===== src/rtl/aes_key_schedule.sv =====
// aes_key_schedule: iterative AES-128/192/256 key expansion.
// One 32-bit schedule word is produced per clock. Each 128-bit round key is
// streamed out as soon as its fourth word is registered.
// Optional round-key register file: define AES_KEYSCHED_STORE_EN.
module aes_key_schedule #(
  parameter int WORD_LEN    = 32,
  parameter int KEY_LEN_MAX = 256,
  parameter int RK_LEN      = 128
) (
  input  logic                   clk,
  input  logic                   reset,
  input  logic [KEY_LEN_MAX-1:0] key_in,
  input  logic [1:0]             key_mode,
  input  logic                   start,
  output logic                   busy,
  output logic                   rk_valid,
  output logic [3:0]             rk_idx,
  output logic [RK_LEN-1:0]      rk_out,
  output logic                   done,
  output logic                   mode_err,
  input  logic [3:0]             rk_rd_idx,
  output logic [RK_LEN-1:0]      rk_rd_data
);

  typedef enum logic {IDLE = 1'b0, GEN = 1'b1} state_t;

  // Forward S-box. Entry 0 sits in the most significant byte, so the
  // lookup uses the complemented index (255 - x == ~x for 8 bits).
  localparam logic [255:0][7:0] SBOX_TBL = {
    128'h637c777bf26b6fc53001672bfed7ab76,
    128'hca82c97dfa5947f0add4a2af9ca472c0,
    128'hb7fd9326363ff7cc34a5e5f171d83115,
    128'h04c723c31896059a071280e2eb27b275,
    128'h09832c1a1b6e5aa0523bd6b329e32f84,
    128'h53d100ed20fcb15b6acbbe394a4c58cf,
    128'hd0efaafb434d338545f9027f503c9fa8,
    128'h51a3408f929d38f5bcb6da2110fff3d2,
    128'hcd0c13ec5f974417c4a77e3d645d1973,
    128'h60814fdc222a908846eeb814de5e0bdb,
    128'he0323a0a4906245cc2d3ac629195e479,
    128'he7c8376d8dd54ea96c56f4ea657aae08,
    128'hba78252e1ca6b4c6e8dd741f4bbd8b8a,
    128'h703eb5664803f60e613557b986c11d9e,
    128'he1f8981169d98e949b1e87e9ce5528df,
    128'h8ca1890dbfe6426841992d0fb054bb16
  };

  function automatic logic [7:0] sbox_lookup(input logic [7:0] x);
    return SBOX_TBL[~x];
  endfunction

  state_t                state_q, state_d;
  logic [KEY_LEN_MAX-1:0] key_q, key_d;
  logic [2:0]            nk_m1_q, nk_m1_d;   // Nk-1: 3/5/7
  logic [3:0]            nr_q, nr_d;
  logic [5:0]            i_q, i_d;           // word counter
  logic [2:0]            j_q, j_d;           // i mod Nk
  logic [7:0]            rcon_q, rcon_d;
  logic [WORD_LEN-1:0]   win_q [8];
  logic [WORD_LEN-1:0]   win_d [8];
  logic [WORD_LEN-1:0]   acc_q [3];
  logic [WORD_LEN-1:0]   acc_d [3];
  logic [RK_LEN-1:0]     rk_out_q, rk_out_d;
  logic [3:0]            rk_idx_q, rk_idx_d;
  logic                  rk_valid_q, rk_valid_d;
  logic                  done_q, done_d;
  logic                  mode_err_q, mode_err_d;

  logic                  start_ok, mode_bad, last_word;
  logic [WORD_LEN-1:0]   key_w [8];
  logic [WORD_LEN-1:0]   w_prev, w_back, sub_in, sub_out, w_new;

  // Split the latched key into MSB-first schedule words.
  genvar gi;
  generate
    for (gi = 0; gi < 8; gi++) begin : g_key_w
      assign key_w[gi] = key_q[KEY_LEN_MAX-1-WORD_LEN*gi -: WORD_LEN];
    end
    for (gi = 0; gi < 4; gi++) begin : g_sub
      assign sub_out[8*gi +: 8] = sbox_lookup(sub_in[8*gi +: 8]);
    end
  endgenerate

  // FSM state register.
  always_ff @(posedge clk or posedge reset) begin
    if (reset) state_q <= IDLE;
    else       state_q <= state_d;
  end

  // FSM next-state logic.
  always_comb begin
    state_d = state_q;
    case (state_q)
      IDLE:    if (start && key_mode != 2'b11) state_d = GEN;
      GEN:     if (last_word) state_d = IDLE;
      default: state_d = IDLE;
    endcase
  end

  // FSM outputs and control decodes.
  always_comb begin
    busy      = (state_q == GEN);
    start_ok  = (state_q == IDLE) && start && (key_mode != 2'b11);
    mode_bad  = (state_q == IDLE) && start && (key_mode == 2'b11);
    last_word = (state_q == GEN) && (i_q == {nr_q, 2'b11});
    rk_valid  = rk_valid_q;
    rk_idx    = rk_idx_q;
    rk_out    = rk_out_q;
    done      = done_q;
    mode_err  = mode_err_q;
  end

  // Next schedule word from the history window.
  always_comb begin
    w_prev = win_q[0];
    w_back = win_q[nk_m1_q];
    sub_in = (j_q == 3'd0) ? {w_prev[WORD_LEN-9:0], w_prev[WORD_LEN-1 -: 8]} : w_prev;
    if (i_q <= {3'b000, nk_m1_q})
      w_new = key_w[i_q[2:0]];
    else if (j_q == 3'd0)
      w_new = w_back ^ sub_out ^ {rcon_q, {(WORD_LEN-8){1'b0}}};
    else if (nk_m1_q == 3'd7 && j_q == 3'd4)
      w_new = w_back ^ sub_out;
    else
      w_new = w_back ^ w_prev;
  end

  // Datapath next-state: key latch, counters, Rcon, window, round-key output.
  always_comb begin
    key_d      = key_q;
    nk_m1_d    = nk_m1_q;
    nr_d       = nr_q;
    i_d        = i_q;
    j_d        = j_q;
    rcon_d     = rcon_q;
    win_d      = win_q;
    acc_d      = acc_q;
    rk_out_d   = rk_out_q;
    rk_idx_d   = rk_idx_q;
    rk_valid_d = 1'b0;
    done_d     = 1'b0;
    mode_err_d = mode_bad;
    if (start_ok) begin
      key_d  = key_in;
      i_d    = 6'd0;
      j_d    = 3'd0;
      rcon_d = 8'h01;
      case (key_mode)
        2'b00:   begin nk_m1_d = 3'd3; nr_d = 4'd10; end
        2'b01:   begin nk_m1_d = 3'd5; nr_d = 4'd12; end
        default: begin nk_m1_d = 3'd7; nr_d = 4'd14; end
      endcase
    end else if (state_q == GEN) begin
      i_d = i_q + 6'd1;
      j_d = (j_q == nk_m1_q) ? 3'd0 : j_q + 3'd1;
      if (i_q > {3'b000, nk_m1_q} && j_q == 3'd0)
        rcon_d = {rcon_q[6:0], 1'b0} ^ (rcon_q[7] ? 8'h1b : 8'h00);
      win_d[0] = w_new;
      for (int k = 1; k < 8; k++) win_d[k] = win_q[k-1];
      if (i_q[1:0] == 2'b11) begin
        rk_out_d   = {acc_q[0], acc_q[1], acc_q[2], w_new};
        rk_idx_d   = i_q[5:2];
        rk_valid_d = 1'b1;
      end else begin
        acc_d[i_q[1:0]] = w_new;
      end
      done_d = last_word;
    end
  end

  // Datapath registers.
  always_ff @(posedge clk or posedge reset) begin
    if (reset) begin
      key_q      <= '0;
      nk_m1_q    <= '0;
      nr_q       <= '0;
      i_q        <= '0;
      j_q        <= '0;
      rcon_q     <= 8'h01;
      for (int k = 0; k < 8; k++) win_q[k] <= '0;
      for (int k = 0; k < 3; k++) acc_q[k] <= '0;
      rk_out_q   <= '0;
      rk_idx_q   <= '0;
      rk_valid_q <= 1'b0;
      done_q     <= 1'b0;
      mode_err_q <= 1'b0;
    end else begin
      key_q      <= key_d;
      nk_m1_q    <= nk_m1_d;
      nr_q       <= nr_d;
      i_q        <= i_d;
      j_q        <= j_d;
      rcon_q     <= rcon_d;
      win_q      <= win_d;
      acc_q      <= acc_d;
      rk_out_q   <= rk_out_d;
      rk_idx_q   <= rk_idx_d;
      rk_valid_q <= rk_valid_d;
      done_q     <= done_d;
      mode_err_q <= mode_err_d;
    end
  end

`ifdef AES_KEYSCHED_STORE_EN
  logic [RK_LEN-1:0] rf_q [15];
  logic [RK_LEN-1:0] rf_d [15];

  // Capture each round key as it is strobed out.
  always_comb begin
    rf_d = rf_q;
    if (rk_valid_d) rf_d[rk_idx_d] = rk_out_d;
  end

  // Round-key register file.
  always_ff @(posedge clk or posedge reset) begin
    if (reset) begin
      for (int k = 0; k < 15; k++) rf_q[k] <= '0;
    end else begin
      rf_q <= rf_d;
    end
  end

  // Indices beyond the last run's Nr read as zero.
  assign rk_rd_data = (rk_rd_idx <= nr_q) ? rf_q[rk_rd_idx] : '0;
`else
  logic unused_rd_idx;
  assign unused_rd_idx = ^rk_rd_idx;
  assign rk_rd_data    = '0;
`endif

endmodule


===== config.mk =====
export PLATFORM = sky130hd
export DESIGN_NAME = aes_key_schedule
export DESIGN_NICKNAME = d
export VERILOG_FILES = /design/src/rtl/aes_key_schedule.sv
export SDC_FILE = /design/constraint.sdc
export NUM_CORES = 2
export LEC_CHECK = 0
export ABC_AREA = 1
export CELL_PAD_IN_SITES_DETAIL_PLACEMENT = 1
export CELL_PAD_IN_SITES_GLOBAL_PLACEMENT = 1
export CORE_ASPECT_RATIO = 0.6
export CORE_MARGIN = 3
export CORE_UTILIZATION = 41
export CTS_CLUSTER_DIAMETER = 50
export DETAILED_ROUTE_END_ITERATION = 7
export HOLD_SLACK_MARGIN = 0.15
export PLACE_DENSITY = 0.78
export SLEW_MARGIN = 20
export SYNTH_ARGS = -nofsm -noshare
export SYNTH_HDL_FRONTEND = slang
export SYNTH_SLANG_ARGS = --single-unit

===== constraint.sdc =====
create_clock -name clk -period 38.3 [get_ports clk]
set_input_delay 9.575 -clock clk [delete_from_list [all_inputs] [get_ports clk]]
set_output_delay 9.575 -clock clk [all_outputs]
set_load 0.03 [all_outputs]

==> results.py <==
metrics = {
    "synthesis": {
        "yosys.cell_count.top_type": "nand2_1",
        "syn_area_um2": 47800,
        "ys.flop_type": "dfrtp_1",
        "syn-instance-count": 7208,
        "yosys-top-cells-count": "nand2_1, nand3_1, dfrtp_1, o21ai_0, inv_1",
        "synth_edf_count": 0,
        "async_reset_ff_frac": 1.000,
        "synth.area.top_cells": "dfrtp_1, nand2_1, nand3_1",
        "yosysWarnings": 0,
        "yosysTopAreaCell": "dfrtp_1",
        "synth_cell_types": 44,
        "avgSynthCellArea_um2": 6.631,
        "netlist.area_leader.share": 0.3995,
        "synth_seq_area_share": 0.4000,
        "synth_seq_cells": 764,
    },
    "setup_path": {
        "worst_setup_path_start_kind": "input port",
        "cp_data_required_time_ns": 38.99,
        "endpoint_kind": "asynchronous set/reset pin",
        "arrival_ns": 13.28,
        "cp_max_fo": 106,
        "path_class": "input port to asynchronous set/reset pin",
    },
    "floorplanning": {
        "chipHeight_um": 270.5,
        "ios": 529,
        "die_w_um": 446.8,
        "coreArea_um2": 115000,
        "rows": 96,
        "initial_core_util": 0.4158,
        "dieArea_um2": 120800,
    },
    "routing": {
        "wl_um": 216900,
        "wire_per_inst_um": 24.41,
        "vias_per_cell": 5.793,
        "drcViolationCount": 0,
        "dr.pass1.iters": 6,
        "ant_nets": 0,
        "vias": 51460,
        "drt_iter0_drc": 6204,
    },
    "clock_tree": {
        "htreeDepth": 3,
        "clkTransAtPathRegs_ns": 0.06,
        "clk_latency_ns": 0.70,
        "ctsHoldBuffers": 0,
        "cts_root_buf": "clkbuf_16",
        "cts_tree": "done",
        "clockBufferDepth": 3,
        "ctsResizeCount": 0,
        "postCtsSetupRepairBufs": 0,
        "cts_buffers": 78,
        "clock-sinks": 764,
    },
    "placed_design": {
        "numPortBuffers": 396,
        "post_dp_cell_area_um2": 51860,
        "dp_hpwl_um": 150000,
        "gp_congestion": 1.000,
    },
    "timing": {
        "worst_pin_slew_ns": 1.104,
        "holdWs_ns": 0.4662,
        "setup_viol_count_final": 0,
        "relSlewSlack": 0.2609,
        "period_share": 0.3288,
        "grt_setup_unrepaired": "false",
        "maxSlewViolCount": 0,
        "setup_tns_ns": 0,
        "finalClockSkew_ns": 0.03194,
        "fin_crit_ns": 12.59,
        "timing.fmax_ghz": 0.07940,
        "hold_viol": 0,
    },
    "run": {
        "maxCapViolCount": 0,
    },
    "grt": {
        "grtUsageTotal": 0.3493,
        "grt_pass1_wl_um": 325000,
        "grt_max_degree": 217,
        "grt_pass1_vias": 50720,
        "antenna_found_initial": 11,
        "grt_overflow_total": 0,
    },
    "cells_and_area": {
        "layout-area-overhead-vs-synth_pct": 14.42,
        "drive_gt1_frac": 0.04582,
        "fill_cells": 14960,
        "nets": 7603,
        "fin_area_um2": 54690,
    },
    "status": {
        "status": "completed",
    },
    "worst_hold_path": {
        "worstHoldPathType": "flop to flop",
    },
}
area by class of cell:
type / count / area, µm² / area share
Antenna cell: 10 / 25.02 / 0.0004576
Clock buffer: 106 / 2247 / 0.04109
Clock inverter: 32 / 521.8 / 0.009541
Inverter: 458 / 1740 / 0.03182
Multi-Input combinational cell: 5519 / 24500 / 0.4481
Sequential cell: 764 / 19140 / 0.3499
Tap cell: 1519 / 1901 / 0.03475
Timing Repair Buffer: 476 / 4613 / 0.08436
worst paths after layout:
kind,from,endpoint,slack [ns],depth (start not counted)
setup / recovery,reset,key_q[195]$_DFFE_PP0P_,25.71,5
min in group asynchronous,reset,key_q[240]$_DFFE_PP0P_,9.43,2
hold reg to reg,key_q[106]$_DFFE_PP0P_,key_q[106]$_DFFE_PP0P_,0.47,2
hold / removal,key_q[106]$_DFFE_PP0P_,key_q[106]$_DFFE_PP0P_,0.47,2
max in group clk,busy$_DFF_PP0_,busy,26.46,1
setup reg to reg,j_q[0]$_DFFE_PP0P_,acc_q[78]$_DFFE_PP0P_,32.31,24
metal layers:
layer	wire (µm)	share of wire	vias to the layer above	global-route usage
met5	0	0	-	0
met4	5541	0.026	0	0.09113
met3	22410	0.10	320	0.09502
met2	91100	0.42	2302	0.4939
met1	97820	0.45	25690	0.5210
li1	-	-	23150	-
cell families after synthesis:
kind of cell / Yosys count / synth area share
simple gates: 4331 / 0.3785
buf+inv: 1052 / 0.09990
compound gates: 1007 / 0.1086
flops: 764 / 0.4000
fa+ha+maj: 41 / 0.01073
xor+xnor: 12 / 0.002199
other cells: 1 / 0.00007846
sequential cells by signal (all words and copies together), names as in the netlist:
name and count:
nk_m1_q 2, done 1, j_q 3, mode_err 1, win_q 224, nr_q 1, rk_idx 4, w_prev 32
rk_out 128, busy 1, i_q 6, key_q 256, rk_valid 1, acc_q 96, rcon_q 8
through the flow:
stage | cells | utilization | setup slack (ns)
detailed placement | 8735 | 0.4512 | 24.81
finish | 8884 | 0.4757 | 25.71
global route | 8879 | 0.4756 | 25.21
floorplan | 7335 | - | 7.282
CTS | 8873 | 0.4753 | 25.57
global placement | 8735 | 0.4512 | 24.85
worst max-delay path, stage by stage:
cell and delay, ns:
clkdlybuf4s50_1 0.50, inv_8 0.48, buf_4 0.69, buf_4 0.83
buf_4 0.89
cell usage in the layout (no fill, tap or decap), drive strengths merged, types with 10 or more instances in the layout:
cell type | Yosys | layout
nand2 | 2889 | 2889
nand3 | 1203 | 1203
dfrtp | 763 | 763
o21ai | 703 | 703
inv | 454 | 460
clkdlybuf4s50 | 0 | 396
a21oi | 267 | 267
nor2 | 204 | 204
conb | 1 | 128
clkbuf | 264 | 106
buf | 330 | 80
ha | 41 | 41
o211ai | 19 | 19
clkinv | 4 | 18
nand4 | 17 | 17
diode | 0 | 10
nand3b | 10 | 10
Power is not shown: default switching activity piles up to over one toggle a cycle in this logic, so the estimate is an artifact.
